File: src/rtl/cu_pkg.sv
// Shared definitions for the control sequencer: state encoding, opcodes, ALU select map.
// CU_MULDIV_EN adds mul/div as a four-step execute class; without it they decode as nop.
package cu_pkg;

  // T0..T6 must stay consecutive: the sequencer steps through them by increment.
  typedef enum logic [3:0] {
    S_RESET = 4'd0,
    S_T0    = 4'd1,
    S_T1    = 4'd2,
    S_T2    = 4'd3,
    S_T3    = 4'd4,
    S_T4    = 4'd5,
    S_T5    = 4'd6,
    S_T6    = 4'd7,
    S_HALT  = 4'd8
  } state_t;

  typedef enum logic [2:0] {
    CL_NOP,
    CL_R3,
    CL_R2,
    CL_MD,
    CL_HALT
  } op_class_t;

  localparam logic [4:0] OP_ADD  = 5'b00011;
  localparam logic [4:0] OP_SUB  = 5'b00100;
  localparam logic [4:0] OP_SHR  = 5'b00101;
  localparam logic [4:0] OP_SHL  = 5'b00110;
  localparam logic [4:0] OP_ROR  = 5'b00111;
  localparam logic [4:0] OP_ROL  = 5'b01000;
  localparam logic [4:0] OP_AND  = 5'b01001;
  localparam logic [4:0] OP_OR   = 5'b01010;
  localparam logic [4:0] OP_MUL  = 5'b01110;
  localparam logic [4:0] OP_DIV  = 5'b01111;
  localparam logic [4:0] OP_NEG  = 5'b10000;
  localparam logic [4:0] OP_NOT  = 5'b10001;
  localparam logic [4:0] OP_NOP  = 5'b11000;
  localparam logic [4:0] OP_HALT = 5'b11001;

  localparam int ALU_W   = 12;
  localparam int ALU_ADD = 0;
  localparam int ALU_SUB = 1;
  localparam int ALU_SHR = 2;
  localparam int ALU_SHL = 3;
  localparam int ALU_ROR = 4;
  localparam int ALU_ROL = 5;
  localparam int ALU_AND = 6;
  localparam int ALU_OR  = 7;
  localparam int ALU_MUL = 8;
  localparam int ALU_NEG = 9;
  localparam int ALU_DIV = 10;
  localparam int ALU_NOT = 11;

  function automatic op_class_t op_class(input logic [4:0] op);
    case (op)
      OP_ADD, OP_SUB, OP_SHR, OP_SHL,
      OP_ROR, OP_ROL, OP_AND, OP_OR:  op_class = CL_R3;
      OP_NEG, OP_NOT:                 op_class = CL_R2;
`ifdef CU_MULDIV_EN
      OP_MUL, OP_DIV:                 op_class = CL_MD;
`endif
      OP_HALT:                        op_class = CL_HALT;
      default:                        op_class = CL_NOP;
    endcase
  endfunction

  function automatic logic [ALU_W-1:0] alu_sel(input logic [4:0] op);
    logic [ALU_W-1:0] one;
    one = ALU_W'(1);
    case (op)
      OP_ADD:  alu_sel = one << ALU_ADD;
      OP_SUB:  alu_sel = one << ALU_SUB;
      OP_SHR:  alu_sel = one << ALU_SHR;
      OP_SHL:  alu_sel = one << ALU_SHL;
      OP_ROR:  alu_sel = one << ALU_ROR;
      OP_ROL:  alu_sel = one << ALU_ROL;
      OP_AND:  alu_sel = one << ALU_AND;
      OP_OR:   alu_sel = one << ALU_OR;
`ifdef CU_MULDIV_EN
      OP_MUL:  alu_sel = one << ALU_MUL;
      OP_DIV:  alu_sel = one << ALU_DIV;
`endif
      OP_NEG:  alu_sel = one << ALU_NEG;
      OP_NOT:  alu_sel = one << ALU_NOT;
      default: alu_sel = '0;
    endcase
  endfunction

  // Final execute step for each class; stop is sampled here.
  function automatic state_t last_step(input op_class_t c);
    case (c)
      CL_R3:   last_step = S_T5;
      CL_R2:   last_step = S_T4;
      CL_MD:   last_step = S_T6;
      default: last_step = S_T3;
    endcase
  endfunction

endpackage

File: src/rtl/cu_reg_decode.sv
// Register index to one-hot enable decoder; all-zero when not enabled.
module cu_reg_decode #(
  parameter int NUM_REGS = 16,
  parameter int IDX_W    = 4
) (
  input  logic [IDX_W-1:0]    idx,
  input  logic                en,
  output logic [NUM_REGS-1:0] onehot
);

  for (genvar i = 0; i < NUM_REGS; i++) begin : g_bit
    assign onehot[i] = en && (idx == IDX_W'(i));
  end

endmodule

File: src/rtl/control_sequencer.sv
// Hardwired control unit: three fetch steps then a per-opcode execute sequence.
// Define CU_MULDIV_EN to enable the mul/div execute sequence (T3..T6).
module control_sequencer
  import cu_pkg::*;
(
  input  logic             clock,
  input  logic             clr,
  input  logic [31:0]      IR,
  input  logic             stop,
  output logic [15:0]      Rout,
  output logic [15:0]      Rin,
  output logic             HIout,
  output logic             LOout,
  output logic             Zhighout,
  output logic             Zlowout,
  output logic             PCout,
  output logic             MDRout,
  output logic             Cout,
  output logic             PCin,
  output logic             Yin,
  output logic             Zlow_in,
  output logic             Zhigh_in,
  output logic             MARin,
  output logic             HIin,
  output logic             LOin,
  output logic             IRin,
  output logic             MDRin,
  output logic             MDRread,
  output logic             incPC,
  output logic [ALU_W-1:0] ALUin,
  output logic             run
);

  state_t           state;
  op_class_t        cls;
  logic [3:0]       ra, rb, rc;
  logic [3:0]       rout_idx, rin_idx;
  logic             rout_en, rin_en;
  logic [ALU_W-1:0] alu_op;
  logic             unused_ir;

  assign cls       = op_class(IR[31:27]);
  assign alu_op    = alu_sel(IR[31:27]);
  assign ra        = IR[26:23];
  assign rb        = IR[22:19];
  assign rc        = IR[18:15];
  assign unused_ir = ^IR[14:0];

  always_ff @(posedge clock or negedge clr) begin
    if (!clr) begin
      state <= S_RESET;
    end else begin
      case (state)
        S_RESET: state <= S_T0;
        S_T0:    state <= S_T1;
        S_T1:    state <= S_T2;
        S_T2:    state <= S_T3;
        S_T3, S_T4, S_T5, S_T6: begin
          if (cls == CL_HALT)
            state <= S_HALT;
          else if (state >= last_step(cls))
            state <= stop ? S_HALT : S_T0;
          else
            state <= state_t'(state + 4'd1);
        end
        default: state <= S_HALT;
      endcase
    end
  end

  always_comb begin
    rout_idx = '0;
    rout_en  = 1'b0;
    rin_idx  = '0;
    rin_en   = 1'b0;
    HIout    = 1'b0;
    LOout    = 1'b0;
    Zhighout = 1'b0;
    Zlowout  = 1'b0;
    PCout    = 1'b0;
    MDRout   = 1'b0;
    Cout     = 1'b0;
    PCin     = 1'b0;
    Yin      = 1'b0;
    Zlow_in  = 1'b0;
    Zhigh_in = 1'b0;
    MARin    = 1'b0;
    HIin     = 1'b0;
    LOin     = 1'b0;
    IRin     = 1'b0;
    MDRin    = 1'b0;
    MDRread  = 1'b0;
    incPC    = 1'b0;
    ALUin    = '0;
    run      = (state != S_RESET) && (state != S_HALT);
    case (state)
      S_T0: begin
        PCout   = 1'b1;
        MARin   = 1'b1;
        incPC   = 1'b1;
        Zlow_in = 1'b1;
      end
      S_T1: begin
        Zlowout = 1'b1;
        PCin    = 1'b1;
        MDRread = 1'b1;
        MDRin   = 1'b1;
      end
      S_T2: begin
        MDRout = 1'b1;
        IRin   = 1'b1;
      end
      S_T3: begin
        case (cls)
          CL_R3: begin
            rout_idx = rb;
            rout_en  = 1'b1;
            Yin      = 1'b1;
          end
          CL_R2: begin
            rout_idx = rb;
            rout_en  = 1'b1;
            ALUin    = alu_op;
            Zlow_in  = 1'b1;
            Zhigh_in = 1'b1;
          end
          CL_MD: begin
            rout_idx = ra;
            rout_en  = 1'b1;
            Yin      = 1'b1;
          end
          default: ;
        endcase
      end
      S_T4: begin
        case (cls)
          CL_R3: begin
            rout_idx = rc;
            rout_en  = 1'b1;
            ALUin    = alu_op;
            Zlow_in  = 1'b1;
            Zhigh_in = 1'b1;
          end
          CL_R2: begin
            Zlowout = 1'b1;
            rin_idx = ra;
            rin_en  = 1'b1;
          end
          CL_MD: begin
            rout_idx = rb;
            rout_en  = 1'b1;
            ALUin    = alu_op;
            Zlow_in  = 1'b1;
            Zhigh_in = 1'b1;
          end
          default: ;
        endcase
      end
      S_T5: begin
        case (cls)
          CL_R3: begin
            Zlowout = 1'b1;
            rin_idx = ra;
            rin_en  = 1'b1;
          end
          CL_MD: begin
            Zlowout = 1'b1;
            LOin    = 1'b1;
          end
          default: ;
        endcase
      end
      S_T6: begin
        if (cls == CL_MD) begin
          Zhighout = 1'b1;
          HIin     = 1'b1;
        end
      end
      default: ;
    endcase
  end

  // One decoder per bus direction keeps Rout and Rin one-hot by construction.
  cu_reg_decode u_rout_dec (
    .idx    (rout_idx),
    .en     (rout_en),
    .onehot (Rout)
  );

  cu_reg_decode u_rin_dec (
    .idx    (rin_idx),
    .en     (rin_en),
    .onehot (Rin)
  );

endmodule

File: config.mk
export PLATFORM = sky130hd
export DESIGN_NAME = control_sequencer
export DESIGN_NICKNAME = d
export VERILOG_FILES = /design/src/rtl/cu_pkg.sv /design/src/rtl/cu_reg_decode.sv /design/src/rtl/control_sequencer.sv
export SDC_FILE = /design/constraint.sdc
export NUM_CORES = 1
export LEC_CHECK = 0
export ABC_AREA = 1
export CORE_AREA = 2 2 61 63
export CTS_BUF_LIST = sky130_fd_sc_hd__clkbuf_16
export CTS_CLUSTER_DIAMETER = 200
export DETAILED_ROUTE_END_ITERATION = 16
export DIE_AREA = 0 0 63 65
export HOLD_SLACK_MARGIN = 0.15
export PLACE_DENSITY = 0.82
export SYNTH_ARGS = -nofsm -noshare
export SYNTH_HDL_FRONTEND = slang
export SYNTH_HIERARCHICAL = 1
export SYNTH_SLANG_ARGS = --single-unit
File: constraint.sdc
create_clock -name clock -period 5.3 [get_ports clock]
set_clock_uncertainty 0.2 [all_clocks]
set_input_delay 0.53 -clock clock [delete_from_list [all_inputs] [get_ports clock]]
set_output_delay 0.53 -clock clock [all_outputs]
set_load 0.01 [all_outputs]
==> results.ini, run 1 <==
[floorplanning]
start_util_pct = 31.96
ios = 98
die_h_microns = 65
placementRows = 22
dieArea_sq_um = 4095
core_area_sq_um = 3496
die_x_microns = 63

[cells_and_area]
syn2layout_area_growth_pct = 72.00
layout_commonest_cell = clkdlybuf4s50_1
fillers = 353
regMostFlops = state
antenna_cells = 0
mostFrequentLayoutCells = 74 x clkdlybuf4s50_1, 54 x nand2_1, 50 x nor2_1, 27 x inv_1, 27 x nand3_1
finalNetCount = 324
fin_area_sq_um = 1922
top_regs = state (4)
drive_above_1_share_pct = 6.406
seqCellArea_sq_um = 100.1
largest_reg_flops = 4
multiInputGateArea_sq_um = 819.5

[placement]
dp_hpwl_mm = 2.925
pre_cts_slack_ns = 1.808
gp_congestion = 0.8622
io_buffer_count = 74
dpl-instance-area_sq_um = 1847

[critical_path]
crit_fanout = 5
cp.required_ns = 4.57
critPathArrivalTime_ns = 2.74
end_kind = output port
cp-start-kind = input port
worstSetupPathType = in -> out

[power]
combPwrFrac_pct = 17.4
p_switching_uw = 38.63
p_clk_share_pct = 65.6
power_density_nw_per_um2 = 94.57
vdd_drop_max_mv = 0.3100
pwr-share-seq_pct = 16.9
swShare_pct = 21.25
p_leak_nw = 0.8950
intPower_uw = 143.1
power_uw = 181.7

[synthesis]
synth_top_cell_by_area = nand2_1
synth_compound_area_share_pct = 1.792
yosys_warnings = 6
synth_top_family_by_area = simple AND/OR/NAND/NOR gates
ys_ff_latch = 4
synth_cell_types = 22
synth-seq-area-share_pct = 8.959
synthMuxAreaShare_pct = 0
synth_xor_area_share_pct = 0
netlist_area_sq_um = 1117
synthTopCellsByArea = nand2_1 18%, nor2_1 17%, nand3_1 12%, inv_1 9.1%, dfrtp_1 9.0%
syn_area_per_cell_sq_um = 5.321
synth_cells = 210
yosys.area_share.simple_pct = 62.15
synthAdderAreaFrac_pct = 6.719
synth_top_cell_area_share_pct = 18.14

[global_route]
antenna_found_initial = 0
grt-ovfl-total = 0
grt_use_total_pct = 17.05
grt_first_pass_wirelength_mm = 5.727
grt_pass1_vias = 1383
grt_max_degree = 9

[timing]
fin_hold_ws_ns = 0.3002
drv_slew = 0
hold_violations = 0
fmax_ghz = 0.2880
rsz0062_at_grt = no
setup_tns_ns = 0
finalCriticalPeriod_ns = 3.472
finalCritPeriodShare_pct = 65.51
fin_ws_ns = 1.828
setup_violations = 0

[route]
drc_errors = 0
wl_per_cell_microns = 10.44
detail_route.iter0.violations = 95
drt.antenna.violating_nets = 0
first_pass_iters = 4
via_per_inst = 4.532
drt_wl_total_mm = 3.435
vias = 1491

[cts]
cts_setup_buffers = 0
path_clk_slew_ns = 0.03
clock_latency_ns = 0.23
cts_max_level = 1
cts_sinks = 4
clockRootBuffer = clkbuf_16
post_cts_resized = 0
cts_buffers = 3
clk_path_buf_depth = 2
cts_hold_buf = 0
cts_tree = yes

[flow_run]
cap_violations = 0

[status]
status = completed

[hold_path]
hold_path.class = in -> async

## cells by family after synthesis
family,count (synthesis)
compound gates,4
fa+ha+maj,6
buf+inv,46
flops,4
other cells,1
simple gates,149
## stage by stage
step | cells | util [%]
6_report | 329 | 54.97
5_1_grt | 329 | 54.97
3_3_place_gp | 326 | 52.83
3_5_place_dp | 326 | 52.83
4_1_cts | 329 | 54.97
2_1_floorplan | 217 | -
## cell type report
| type | instances | area share, % |
|---|---|---|
| multi-input combinational | 167 | 42.64 |
| sequential | 4 | 5.208 |
| timing repair buffer | 74 | 38.54 |
| tap | 48 | 3.125 |
| clock buffer | 3 | 3.906 |
| inverter | 33 | 6.576 |
## synthesized netlist by cell type (all sizes together)
library cell,number
conb,1
nor4,2
nand3b,1
nor3,2
nand4,3
o21ai,4
and2,1
nor2,52
nand2,58
nand3,29
dfrtp,4
buf,13
ha,6
or2,1
inv,33
## critical path, stage by stage
cell and delay (ns):
clkdlybuf4s50_1 0.54, nand2_1 0.10, nand2_1 0.06, nand2_1 0.07
nand3_4 0.12, nand2_1 0.14, nand3_1 0.10, nand2_1 0.11
inv_1 0.13, nand3_1 0.13, nor2_1 0.14, clkdlybuf4s50_1 0.55
## path summary, 6_finish.rpt
| path | start | endpoint | slack (ns) | cells after the start |
|---|---|---|---|---|
| min in group clock | state[2] | state[3] | 0.50 | 3 |
| hold / removal | clr | state[3] | 0.30 | 1 |
| hold reg to reg | state[2] | state[3] | 0.50 | 3 |
| max in group asynchronous | clr | state[1] | 4.44 | 1 |
| setup / recovery | IR[27] | Rout[6] | 1.83 | 12 |
| setup reg to reg | state[2] | state[3] | 3.61 | 6 |
## metal layers
layer  share of wire [%]  routed length [microns]  track usage, %
met1                  43                     1478           19.58
met2                  48                     1635           31.52
met3                 7.5                      259           2.604
met4                 1.8                       63           6.667
met5                   0                        0               0
## power groups by stage
| stage | sequential [mW] | clock (mW) | combinational, mW |
|---|---|---|---|
| after floorplan | 0.0311 | 0 | 0.0175 |
| after global placement | 0.0311 | 0 | 0.0315 |
| after detailed placement | 0.0311 | 0 | 0.0317 |
| after CTS | 0.0308 | 0.121 | 0.0319 |
| after global routing | 0.0307 | 0.123 | 0.0351 |
| final | 0.0308 | 0.119 | 0.0317 |
Power figures use the tool's default switching activity.
==> run 2: changes to the inputs <==
--- a/config.mk
+++ b/config.mk
@@ -6,13 +6,13 @@
 export NUM_CORES = 1
 export LEC_CHECK = 0
 export ABC_AREA = 1
-export CORE_AREA = 2 2 61 63
+export CORE_AREA = 2 2 63 65
 export CTS_BUF_LIST = sky130_fd_sc_hd__clkbuf_16
 export CTS_CLUSTER_DIAMETER = 200
 export DETAILED_ROUTE_END_ITERATION = 16
-export DIE_AREA = 0 0 63 65
+export DIE_AREA = 0 0 65 67
 export HOLD_SLACK_MARGIN = 0.15
-export PLACE_DENSITY = 0.82
+export PLACE_DENSITY = 0.78
 export SYNTH_ARGS = -nofsm -noshare
 export SYNTH_HDL_FRONTEND = slang
 export SYNTH_HIERARCHICAL = 1
==> constraint.sdc (replaced) <==
create_clock -name clock -period 3.3 [get_ports clock]
set_clock_uncertainty 0.2 [all_clocks]
set_input_delay 0.33 -clock clock [delete_from_list [all_inputs] [get_ports clock]]
set_output_delay 0.33 -clock clock [all_outputs]
set_load 0.01 [all_outputs]
==> results.ini, run 2 (synthesis results as in run 1) <==
[critical_path]
critPathSlowestCell = clkdlybuf4s50_1
cp-start-kind = input port
r2r-start = state[2]
crit_fanout = 5  ; unchanged
path_buf_inv = 3  ; unchanged
cp.required_ns = 2.77  ; -1.80 ns
path_cells = clkdlybuf4s50_1 -> nand2_1 -> nand2_1 -> nand2_1 -> nand3_4 -> nand2_1 -> nand3_1 -> nand2_1 -> inv_2 -> nand3_1 -> nor2_1 -> clkdlybuf4s50_1
critPathArrivalTime_ns = 2.51  ; -0.23 ns
cpMostUsedCell = nand2_1
worstRegToRegCells = 6  ; unchanged
end_kind = output port
worstSetupPathType = in -> out
slowest_delay_ns = 0.55  ; about the same
reg2reg_to = state[3]
critPathTopFamily = buffers and inverters
ff2ff_setup_slack_ns = 1.57  ; -2.04 ns

[placement]
dp_hpwl_mm = 2.877  ; -1.7%
dp_cells = 326  ; unchanged
gp_congestion = 0.8705  ; +0.96%
dpl-instance-area_sq_um = 1847  ; unchanged
io_buffer_count = 74  ; unchanged
pre_cts_slack_ns = 0.2247  ; -1.583 ns

[timing]
fmax_ghz = 0.3290
finalCritPeriodShare_pct = 92.10
drv_slew = 0  ; unchanged
setup_tns_ns = 0  ; unchanged
setup_violations = 0  ; unchanged
finalCriticalPeriod_ns = 3.039
rsz0062_at_grt = no
hold_violations = 0  ; unchanged
fin_hold_ws_ns = 0.5307  ; +0.2304 ns
fin_ws_ns = 0.2608  ; -1.567 ns

[power]
p_clk_share_pct = 65.0  ; -0.6 points
pwr-share-seq_pct = 16.9  ; about the same
swShare_pct = 21.10  ; -0.16 points
power_density_nw_per_um2 = 151.2  ; +60%
p_leak_nw = 0.8995  ; +0.51%
combPwrFrac_pct = 18.0  ; +0.6 points
p_switching_uw = 61.63  ; +60%
vdd_drop_max_mv = 0.2935  ; -5.3%
power_uw = 292.1  ; +61%
intPower_uw = 230.5  ; +61%

[global_route]
grt_use_total_pct = 17.36  ; +0.31 points
antenna_found_initial = 0  ; unchanged
grt_pass1_vias = 1421  ; +2.7%
grt_first_pass_wirelength_mm = 6.051  ; +5.7%
grt_max_degree = 9  ; unchanged
grt-ovfl-total = 0  ; unchanged

[hold_path]
hold_path.class = reg -> reg
min_from = state[3]
whs_path_depth = 3
hold_end = state[0]

[status]
status = completed

[cells_and_area]
syn2layout_area_growth_pct = 72.90
antenna_cells = 0  ; unchanged
final_cells = 330  ; +0.30%
mostFrequentLayoutCells = 74 x clkdlybuf4s50_1, 54 x nand2_1, 50 x nor2_1, 27 x nand3_1, 26 x inv_1
fillers = 369  ; +4.5%
regMostFlops = state
fin_util_pct = 53.57  ; -1.4 points
layout_commonest_cell = clkdlybuf4s50_1
largest_reg_flops = 4  ; unchanged
drive_above_1_share_pct = 6.738  ; +0.33 points
fin_area_sq_um = 1932  ; +0.52%
finalNetCount = 325  ; +0.31%
top_regs = state (4)

[cts]
cts_sinks = 4  ; unchanged
clock_latency_ns = 0.23  ; about the same
cts_max_level = 1  ; unchanged
cts_tree = yes
path_clk_slew_ns = 0.03  ; about the same
clockRootBuffer = clkbuf_16
clk_path_buf_depth = 2  ; unchanged
cts_buffers = 3  ; unchanged

[floorplanning]
die_h_microns = 67  ; +3.1%
dieArea_sq_um = 4355  ; +6.3%
core_area_sq_um = 3606  ; +3.1%
ios = 98  ; unchanged
placementRows = 22  ; unchanged
die_x_microns = 65  ; +3.2%
start_util_pct = 30.99  ; -0.98 points

[route]
detail_route.iter0.violations = 80  ; -16%
wl_per_cell_microns = 10.58  ; +1.4%
drt.antenna.violating_nets = 0  ; unchanged
via_per_inst = 4.473  ; -1.3%
drt_wl_total_mm = 3.493  ; +1.7%
drc_errors = 0  ; unchanged
first_pass_iters = 4  ; unchanged
vias = 1476  ; -1.0%

[flow_run]
cap_violations = 0  ; unchanged

run 2: cell types whose count changed in the layout (fill, tap and decap cells not counted):
cell           delta
inv_1             -1
inv_2             +1
dlygate4sd3_1     +1
run 2: how the worst max path moves through the flow:
stage,from,to,slack [ns],depth (start not counted)
6_report,IR[27],Rout[12],0.26,12
5_1_grt,IR[27],Rout[4],0.003,12
4_1_cts,IR[27],Rout[12],0.22,12
3_5_place_dp,IR[27],Rout[12],0.22,12
3_3_place_gp,IR[27],Rout[8],0.30,12
2_1_floorplan,state[1],Rout[0],1.20,10
run 2: cell type report:
cell class,instances,area (sq um),share of cell area (%)
Timing Repair Buffer,75,750.7,38.86
Sequential cell,4,100.1,5.181
Inverter,33,126.4,6.541
Clock buffer,3,75.07,3.886
Tap cell,48,60.06,3.109
Multi-Input combinational cell,167,819.5,42.42
run 2: power by group through the flow:
stage               combinational (mW)  sequential, mW  clock, mW
CTS                             0.0526          0.0494      0.196
floorplan                       0.0281          0.0500          0
detailed placement              0.0513          0.0499          0
global route                    0.0579          0.0494      0.200
global placement                0.0507          0.0499          0
finish                          0.0527          0.0494      0.190
run 2: routing by layer:
layer	routed length (microns)	part of all wire, %	vias to the layer above	global-route usage, %
li1	-	-	777	-
met1	1500	43	640	21.31
met2	1683	48	55	29.38
met3	256	7.3	4	2.872
met4	52	1.5	0	8.245
met5	0	0	-	0
run 2: worst register-to-register path: cells and delay by family (launching register included):
family	cells	cell delay (ns)
flops	1	0.43
simple gates	5	0.88
buf+inv	1	0.10
run 2: what timing repair did:
item / CTS / global route
buffers inserted: 0 / 0
resized for setup: 0 / 1
hold buffers: 1 / 0
endpoints found under the hold margin: 4 / 0
endpoints found under the setup margin: 0 / 6
